**src/rtl/alu_4_pkg.sv**
```systemverilog
// alu_4_pkg: opcode constants and the result record shared by the alu_4 stream block.
package alu_4_pkg;
    localparam logic [3:0] OP_ADD     = 4'b0000;
    localparam logic [3:0] OP_SUB     = 4'b0001;
    localparam logic [3:0] OP_AND     = 4'b0010;
    localparam logic [3:0] OP_OR      = 4'b0011;
    localparam logic [3:0] OP_XOR     = 4'b0100;
    localparam logic [3:0] OP_NOT     = 4'b0101;
    localparam logic [3:0] OP_NAND    = 4'b0110;
    localparam logic [3:0] OP_NOR     = 4'b0111;
    localparam logic [3:0] OP_XNOR    = 4'b1000;
    localparam logic [3:0] OP_MUL     = 4'b1001;
    localparam logic [3:0] OP_ILL_MIN = 4'b1010;

    typedef struct packed {
        logic [7:0] y;
        logic [3:0] ctrl;
        logic       zero;
        logic       illegal;
    } res_t;
endpackage

```
**src/rtl/alu_4.sv**
```systemverilog
// alu_4: combinational 4-bit ALU with an 8-bit result; reserved opcodes yield 0.
module alu_4
    import alu_4_pkg::*;
(
    input  logic [3:0] a,
    input  logic [3:0] b,
    input  logic [3:0] ctrl,
    output logic [7:0] y
);
    logic [7:0] a8, b8;
    assign a8 = {4'b0000, a};
    assign b8 = {4'b0000, b};
    always_comb begin
        y = 8'h00;
        case (ctrl)
            OP_ADD:  y = a8 + b8;
            OP_SUB:  y = a8 - b8;
            OP_AND:  y = a8 & b8;
            OP_OR:   y = a8 | b8;
            OP_XOR:  y = a8 ^ b8;
            OP_NOT:  y = {4'b0000, ~a};
            OP_NAND: y = {4'b0000, ~(a & b)};
            OP_NOR:  y = {4'b0000, ~(a | b)};
            OP_XNOR: y = {4'b0000, ~(a ^ b)};
            OP_MUL:  y = a8 * b8;
            default: y = 8'h00;
        endcase
    end
endmodule

```
**src/rtl/alu_4_res_fifo.sv**
```systemverilog
// alu_4_res_fifo: power-of-two depth result FIFO; caller never pushes when full without a pop.
module alu_4_res_fifo
    import alu_4_pkg::*;
#(
    parameter int DEPTH = 2
) (
    input  logic clk,
    input  logic rst_n,
    input  logic push,
    input  logic pop,
    input  res_t din,
    output res_t dout,
    output logic full,
    output logic empty
);
    localparam int AW = (DEPTH > 1) ? $clog2(DEPTH) : 1;
    localparam int CW = AW + 1;
    res_t mem_q [DEPTH];
    res_t mem_d [DEPTH];
    logic [AW-1:0] wr_q, wr_d, rd_q, rd_d;
    logic [CW-1:0] cnt_q, cnt_d;
    always_comb begin
        mem_d = mem_q;
        wr_d  = wr_q;
        rd_d  = rd_q;
        if (push) begin
            mem_d[wr_q] = din;
            wr_d        = wr_q + AW'(1);
        end
        if (pop) rd_d = rd_q + AW'(1);
        cnt_d = cnt_q + CW'(push) - CW'(pop);
    end
    always_ff @(posedge clk or negedge rst_n) begin
        if (!rst_n) begin
            mem_q <= '{default: '0};
            wr_q  <= '0;
            rd_q  <= '0;
            cnt_q <= '0;
        end else begin
            mem_q <= mem_d;
            wr_q  <= wr_d;
            rd_q  <= rd_d;
            cnt_q <= cnt_d;
        end
    end
    assign dout  = mem_q[rd_q];
    assign full  = cnt_q == CW'(DEPTH);
    assign empty = cnt_q == '0;
endmodule

```
**src/rtl/alu_4_stream.sv**
```systemverilog
// alu_4_stream: valid/ready wrapper around alu_4 with an issue register,
// a result FIFO and saturating pop statistics.
module alu_4_stream
    import alu_4_pkg::*;
#(
    parameter int CNT_W  = 16,
    parameter int FIFO_D = 2
) (
    input  logic             clk,
    input  logic             rst_n,
    input  logic             in_valid,
    output logic             in_ready,
    input  logic [3:0]       in_a,
    input  logic [3:0]       in_b,
    input  logic [3:0]       in_ctrl,
    output logic             out_valid,
    input  logic             out_ready,
    output logic [7:0]       out_y,
    output logic [3:0]       out_ctrl,
    output logic             out_zero,
    output logic             out_illegal,
    input  logic             stat_clr,
    output logic [CNT_W-1:0] op_count,
    output logic [CNT_W-1:0] illegal_count
);
    logic             s1_valid_q, s1_valid_d;
    logic [3:0]       s1_a_q, s1_a_d, s1_b_q, s1_b_d, s1_ctrl_q, s1_ctrl_d;
    logic [CNT_W-1:0] op_cnt_q, op_cnt_d, ill_cnt_q, ill_cnt_d;
    logic [7:0]       alu_y;
    logic             full, empty, push, pop, accept;
    res_t             res, head;

    alu_4 u_alu (.a(s1_a_q), .b(s1_b_q), .ctrl(s1_ctrl_q), .y(alu_y));

    alu_4_res_fifo #(.DEPTH(FIFO_D)) u_fifo (
        .clk(clk), .rst_n(rst_n), .push(push), .pop(pop),
        .din(res), .dout(head), .full(full), .empty(empty)
    );

    // A pop frees a slot in the same cycle, so a full FIFO still drains the issue stage.
    assign out_valid = !empty;
    assign pop       = out_valid && out_ready;
    assign push      = s1_valid_q && (!full || pop);
    assign in_ready  = !s1_valid_q || push;
    assign accept    = in_valid && in_ready;
    assign res       = '{y: alu_y, ctrl: s1_ctrl_q, zero: alu_y == 8'h00, illegal: s1_ctrl_q >= OP_ILL_MIN};

    always_comb begin
        s1_valid_d = accept ? 1'b1 : (push ? 1'b0 : s1_valid_q);
        s1_a_d     = accept ? in_a : s1_a_q;
        s1_b_d     = accept ? in_b : s1_b_q;
        s1_ctrl_d  = accept ? in_ctrl : s1_ctrl_q;
        op_cnt_d   = stat_clr ? '0 : (pop && !(&op_cnt_q)) ? op_cnt_q + CNT_W'(1) : op_cnt_q;
        ill_cnt_d  = stat_clr ? '0 : (pop && head.illegal && !(&ill_cnt_q)) ? ill_cnt_q + CNT_W'(1) : ill_cnt_q;
    end

    always_ff @(posedge clk or negedge rst_n) begin
        if (!rst_n) begin
            s1_valid_q <= 1'b0;
            s1_a_q     <= '0;
            s1_b_q     <= '0;
            s1_ctrl_q  <= '0;
            op_cnt_q   <= '0;
            ill_cnt_q  <= '0;
        end else begin
            s1_valid_q <= s1_valid_d;
            s1_a_q     <= s1_a_d;
            s1_b_q     <= s1_b_d;
            s1_ctrl_q  <= s1_ctrl_d;
            op_cnt_q   <= op_cnt_d;
            ill_cnt_q  <= ill_cnt_d;
        end
    end

    assign out_y         = head.y;
    assign out_ctrl      = head.ctrl;
    assign out_zero      = head.zero;
    assign out_illegal   = head.illegal;
    assign op_count      = op_cnt_q;
    assign illegal_count = ill_cnt_q;
endmodule

```
**config.mk**
```make
export PLATFORM = sky130hd
export DESIGN_NAME = alu_4_stream
export DESIGN_NICKNAME = d
export VERILOG_FILES = /design/src/rtl/alu_4_pkg.sv /design/src/rtl/alu_4.sv /design/src/rtl/alu_4_res_fifo.sv /design/src/rtl/alu_4_stream.sv
export SDC_FILE = /design/constraint.sdc
export NUM_CORES = 1
export LEC_CHECK = 0
export ABC_AREA = 0
export CAP_MARGIN = 20
export CORE_MARGIN = 1
export CORE_UTILIZATION = 30
export DETAILED_ROUTE_END_ITERATION = 10
export RECOVER_POWER = 100
export SLEW_MARGIN = 10
export SYNTH_ARGS = -nofsm -noshare
export SYNTH_HDL_FRONTEND = slang
export SYNTH_SLANG_ARGS = --single-unit
```
**constraint.sdc**
```tcl
create_clock -name clk -period 4 [get_ports clk]
set_input_delay 0.6 -clock clk [delete_from_list [all_inputs] [get_ports clk]]
set_output_delay 0.6 -clock clk [all_outputs]
set_load 0.02 [all_outputs]
```
Word-level counts from Yosys, hierarchy flattened

Cells that the tools add are included.

Register bits: 77
Bits in latches: 0
Bits in writable memories: 0
Memory bits (read-only): 0
Input bits: 17
Output and inout port bits: 48
Logic and storage cells: 87
Memories kept: 0

$add $sub $neg: 8
Multipliers: 1
Div/mod/pow operators: 0
$lt $le $gt $ge: 4
Eq/ne operators: 10
Shift operators: 0
Multiplexer cells: 13
Bitwise gates (word level): 12
Reductions and logical operators: 22

Operators with widths:

| operator                | number |
|---|---|
| $pmux W8 S10            | 1 |
| $mux W16                | 4 |
| $mux W14                | 4 |
| $add A16 B1 Y16 const B | 2 |
| $reduce_and A16 Y1      | 2 |
| $bwmux W28              | 1 |
| $eq A4 B3 Y1 const B    | 4 |
| $not A4 Y4              | 4 |
| $demux W14 S1           | 1 |
| $and A4 B4 Y4           | 2 |
| $eq A4 B2 Y1 const B    | 2 |
| $eq A4 B4 Y1 const B    | 2 |
| $logic_not A8 Y1        | 1 |
| $mul A4 B4 Y8           | 1 |
| $or A4 B4 Y4            | 2 |
| $xor A4 B4 Y4           | 2 |
| $logic_and A1 B1 Y1     | 7 |
| $reduce_bool A2 Y1      | 3 |
| $add A4 B4 Y5           | 1 |
| $logic_not A1 Y1        | 5 |
| $sub A4 B4 Y5           | 1 |
| $eq A4 B1 Y1 const B    | 1 |
| $ge A2 B2 Y1 const B    | 2 |
| $ge A4 B4 Y1 const B    | 1 |
| 10 further kinds        | 14 |

Logic depth before layout (Yosys ltp)

Depth after elaboration: 8
Gate-level depth with buffers: 13
Mapped depth without buffers: 13

Cells and area by module

Synthesis repeated with hierarchy kept, for this count alone.

Cell total of the unflattened synthesis: 484
Area total of the unflattened synthesis: 4969.8 um2

By module, submodules not included:

| module         | instances | cells an instance | area each (um2) | sequential area each (um2) |
|---|---|---|---|---|
| alu_4_stream   | 1         | 240               | 2388.5          | 1126.1 |
| alu_4_res_fifo | 1         | 91                | 1447.6          | 800.8 |
| alu_4          | 1         | 153               | 1133.6          | 0.0 |

Least setup slack after synthesis

OpenSTA, ideal clock, no wires.

Path type: reg-to-reg
From: register s1_a_q[1]
To: register u_fifo.mem_q[15] in the netlist's numbering
Library setup time: 0.095 ns
Data arrival time: 3.124 ns
Data required time: 3.905 ns
Path slack: 0.781 ns
Stages on the path, launching flop included: 12
Buffers on the path: 0
Clock period less this slack: 3.219 ns
Cells stage by stage: dfrtp_1 nand2_1 fa_1 fa_1 inv_1 ha_1 a211oi_1 o21ai_0 nor3b_1 nor4_1 nand4b_1 o31ai_1

Word-level cells in the longest chain between the ends: 5
Elaborated cells between the ends (all ways): 16
Those cells by class: add/sub: 2; mul: 1; mux: 2; bitwise: 10; reduce/logical: 1

Ends and longest elaborated chain:

| what                                                                  | RTL line             | text |
|---|---|---|
| start: declaration                                                    | alu_4_stream.sv:27   | `logic [3:0] s1_a_q, s1_a_d, s1_b_q, s1_b_d, s1_ctrl_q, s1_ctrl_d;` |
| start signal: assignment                                              | alu_4_stream.sv:60   | `s1_a_q <= '0;` |
| start signal: assignment                                              | alu_4_stream.sv:67   | `s1_a_q <= s1_a_d;` |
| parallel branches: the longest is 2 deep, another holds $mul A4 B4 Y8 | --                   |  |
| $pmux W8 S10 *                                                        | alu_4.sv:15          | `case (ctrl)` |
| $logic_not A8 Y1 *                                                    | alu_4_stream.sv:46   | `assign res = '{y: alu_y, ctrl: s1_ctrl_q, zero: alu_y == 8'h00, illegal: s1_ctrl_q >= OP_ILL_MIN};` |
| $bwmux W28 *                                                          | alu_4_res_fifo.sv:27 | `mem_d[wr_q] = din;` |
| end signal: assignment                                                | alu_4_res_fifo.sv:40 | `mem_q <= mem_d;` |
| end: declaration                                                      | alu_4_res_fifo.sv:18 | `res_t mem_q [DEPTH];` |

Every way passes the cells marked *.
A chain may end at the register's enable or synchronous reset.

Worst setup path after layout

Same ends and word-level chain as after synthesis.

==> impl_metrics.yaml <==
sta:
  min_period_ns: 3.57
  clock-skew-final_ns: 0.00736
  hold_viol: 0
  max_freq_ghz: 0.280
  fin_setup_tns_ns: 0
  maxSlewHeadroom_pct: -1.08
  setup_slack_ns: 0.429
  post-route-period-util_pct: 89.3
  rsz0062_at_grt: "no"
  slew_violations: 63
  final-setup-viol-count: 0
  tightest_slew_ns: 1.52
detailed_routing:
  first_iter_violations: 199
  drt-total-wl_um: 11000
  drt_first_pass_iters: 4
  ant_nets: 0
  num_vias: 3702
  routedWlPerCell_um: 14.4
  remaining_drc_errors: 0
  vias_per_cell: 4.84
die:
  die_area_mm2: 0.0164
  std_cell_rows: 45
  die_h_um: 128
  num_io_pins: 65
  core-area_mm2: 0.0154
  die_w_um: 128
  start_util_pct: 31.1
layout:
  drive_gt1_share_pct: 10.3
  syn_to_final_growth_pct: 23.2
  fin_nets: 600
  stdcell_count: 765
  num_antenna_cells: 0
yosys:
  synth-seq-cells: 77
  synth_cell_types: 58
  synth_fa_ha_area_share_pct: 9.84
  synth_flop_cell: "dfrtp_1"
  synth_mux_area_share_pct: 9.26
  synth-warning-count: 0
  syn_nets: 545
  synth_area_mm2: 0.00478
  synth_seq_area_share_pct: 40.3
  synth_edf_count: 0
  synth_top_family_by_area: "simple AND/OR/NAND/NOR gates"
  avgSynthCellArea_um2: 9.68
  synth_compound_area_share_pct: 8.74
  postSynthCellCount: 494
  synth-xor-area-share_pct: 6.59
  synthSimpleGateAreaFrac_pct: 20.6
  async_flop_share_pct: 100
placed_design:
  hpwl_um: 8130
  pre_cts_ws_ns: 0.495
  dp.cells: 747
  io_buffer_count: 64
  place_congestion: 0.895
pwr:
  cellPowerDensity_mw_per_mm2: 560
  leakage_uw: 0.00267
  irDropWorstVdd_v: 0.000296
clock_network:
  htreeDepth: 3
  hold_buffers: 0
  numClockSinks: 77
  clk_pin_slew_ns: 0.06
  post-cts-setup-buffers: 0
  cts.path.max_buffers: 2
  post_cts_resized: 0
  clk_latency_ns: 0.35
  cts_tree: "done"
  cts_root_buffer: "clkbuf_16"
  numCtsBuffers: 9
critical_path:
  cp_data_arrival_time_ns: 3.82
  required_ns: 4.24
  end_kind: "flop"
  worst_setup_path_start_kind: "flop"
  critical_path_class: "flop to flop"
  crit_fanout: 9
global_routing:
  grt_first_pass_wirelength_um: 18400
  grt_max_degree: 78
  grt_use_total_pct: 14.5
  grt_pass1_vias: 3676
  grt-ovfl-total: 0
  antenna_found_initial: 0
status:
  violations: "capacitance limit, slew limit"
  status: "finished with violations"
run:
  maxCapViolations: 1
min_path:
  hold_path_class: "primary input to async pin"
## routing by layer
metal	vias up	global-route usage (%)	routed length, um
met2	57	23.2	5360
met5	-	0	0
met3	21	3.01	368
met1	1805	18.3	5020
li1	1819	-	-
met4	0	7.89	297
## layout make-up
| class | instances | area [um2] |
|---|---|---|
| inverters | 29 | 109 |
| fillers | 1515 | 9480 |
| well taps | 211 | 264 |
| flip-flops and latches | 77 | 1930 |
| clock inverters | 7 | 98.8 |
| clock buffers | 9 | 225 |
| repair buffers | 66 | 654 |
| multi-input cells | 366 | 2610 |
## worst max-delay path: stages (launching register included)
cell and delay (ns):
dfrtp_1 0.54, nand2_1 0.14, fa_1 0.50, fa_1 0.62
inv_1 0.07, ha_1 0.29, a211oi_1 0.29, o21ai_0 0.13
nor3b_1 0.16, nor4_1 0.33, nand4b_1 0.17, o31ai_1 0.25
## cells in the final DEF, fill, tap and decap left out, drive strengths merged, types with 6 or more instances in the layout
cell type      netlist  final
a21oi                8      8
clkbuf              11     11
clkdlybuf4s50        0     14
dfrtp               77     77
dlygate4sd3          0     49
fa                   6      6
ha                  28     28
inv                 29     30
mux2                34     34
mux2i                6      6
nand2               64     64
nand3               11     11
nand4                8      8
nor2                55     55
nor3                10     10
nor3b                7      7
nor4bb               6      6
o21ai               20     20
xnor2               20     20
xor2                16     16
## logic make-up (layout without fill, tap and decap cells)
family / after synthesis / in the layout
DFF: 77 / 77
xor gates and xnor gates: 36 / 36
AOI/OAI and AO/OA: 59 / 59
muxes: 40 / 40
buffers and inverters: 51 / 111
adders and majority gates: 34 / 34
and+or+nand+nor: 197 / 197
## registers in the layout, indices dropped and copies added (netlist names), 2 cells and up
signal / cells
op_count: 16
u_fifo.mem_q: 28
s1_a_q: 4
s1_b_q: 4
s1_ctrl_q: 4
illegal_count: 16
u_fifo.cnt_q: 2
## power by group
| part | internal, uW | switching [uW] | leakage, uW |
|---|---|---|---|
| combinational | 593 | 683 | 0.00151 |
| clock | 549 | 337 | 0.000156 |
| sequential | 949 | 192 | 0.00100 |
| total | 2090 | 1210 | 0.00267 |
## path summary, 6_finish.rpt
path | start | cells past startpoint | to | slack (ns)
setup reg to reg | s1_a_q[1] | 11 | u_fifo.mem_q[15] | 0.43
hold reg to reg | u_fifo.mem_q[1] | 2 | u_fifo.mem_q[1] | 0.47
setup / recovery | s1_a_q[1] | 11 | u_fifo.mem_q[15] | 0.43
hold / removal | rst_n | 1 | s1_b_q[1] | 0.35
min in group clk | u_fifo.mem_q[1] | 2 | u_fifo.mem_q[1] | 0.47
max in group asynchronous | rst_n | 2 | u_fifo.wr_q | 1.67
## stage by stage
| stage | total power (uW) | util (%) | cell area, um2 | hold slack [ns] |
|---|---|---|---|---|
| 2_1_floorplan | 2040 | - | 4780 | 0.304 |
| 3_5_place_dp | 2490 | 36.2 | 5570 | 0.460 |
| 4_1_cts | 3390 | 38.3 | 5890 | 0.449 |
| 3_3_place_gp | 2450 | 36.2 | 5570 | 0.456 |
| 5_1_grt | 3540 | 38.3 | 5890 | 0.425 |
| 6_report | 3300 | 38.3 | 5890 | 0.346 |
## Yosys cell counts, types with 4 or more instances
library cell  count  share of area (%)
nor2b_1           5               0.65
inv_1            29                2.3
dfrtp_1          77                 40
nand3_1          11                1.2
xnor2_1          20                3.7
xor2_1           16                2.9
mux2i_1           6                1.3
clkbuf_1         10               0.79
a21oi_1           8               0.84
nor2_1           55                4.3
nand2_1          64                5.0
buf_2             6               0.63
ha_1             28                7.3
buf_4             4               0.63
o21ai_0          18                1.9
nor3b_1           7                1.1
nor4bb_1          6                1.3
nand4_1           7               0.92
nand3b_1          4               0.63
nor3_1           10                1.0
mux2_2           34                8.0
fa_1              6                2.5
nand2b_1          4               0.52
nor4_1            5               0.65
Power figures use the tool's default switching activity.
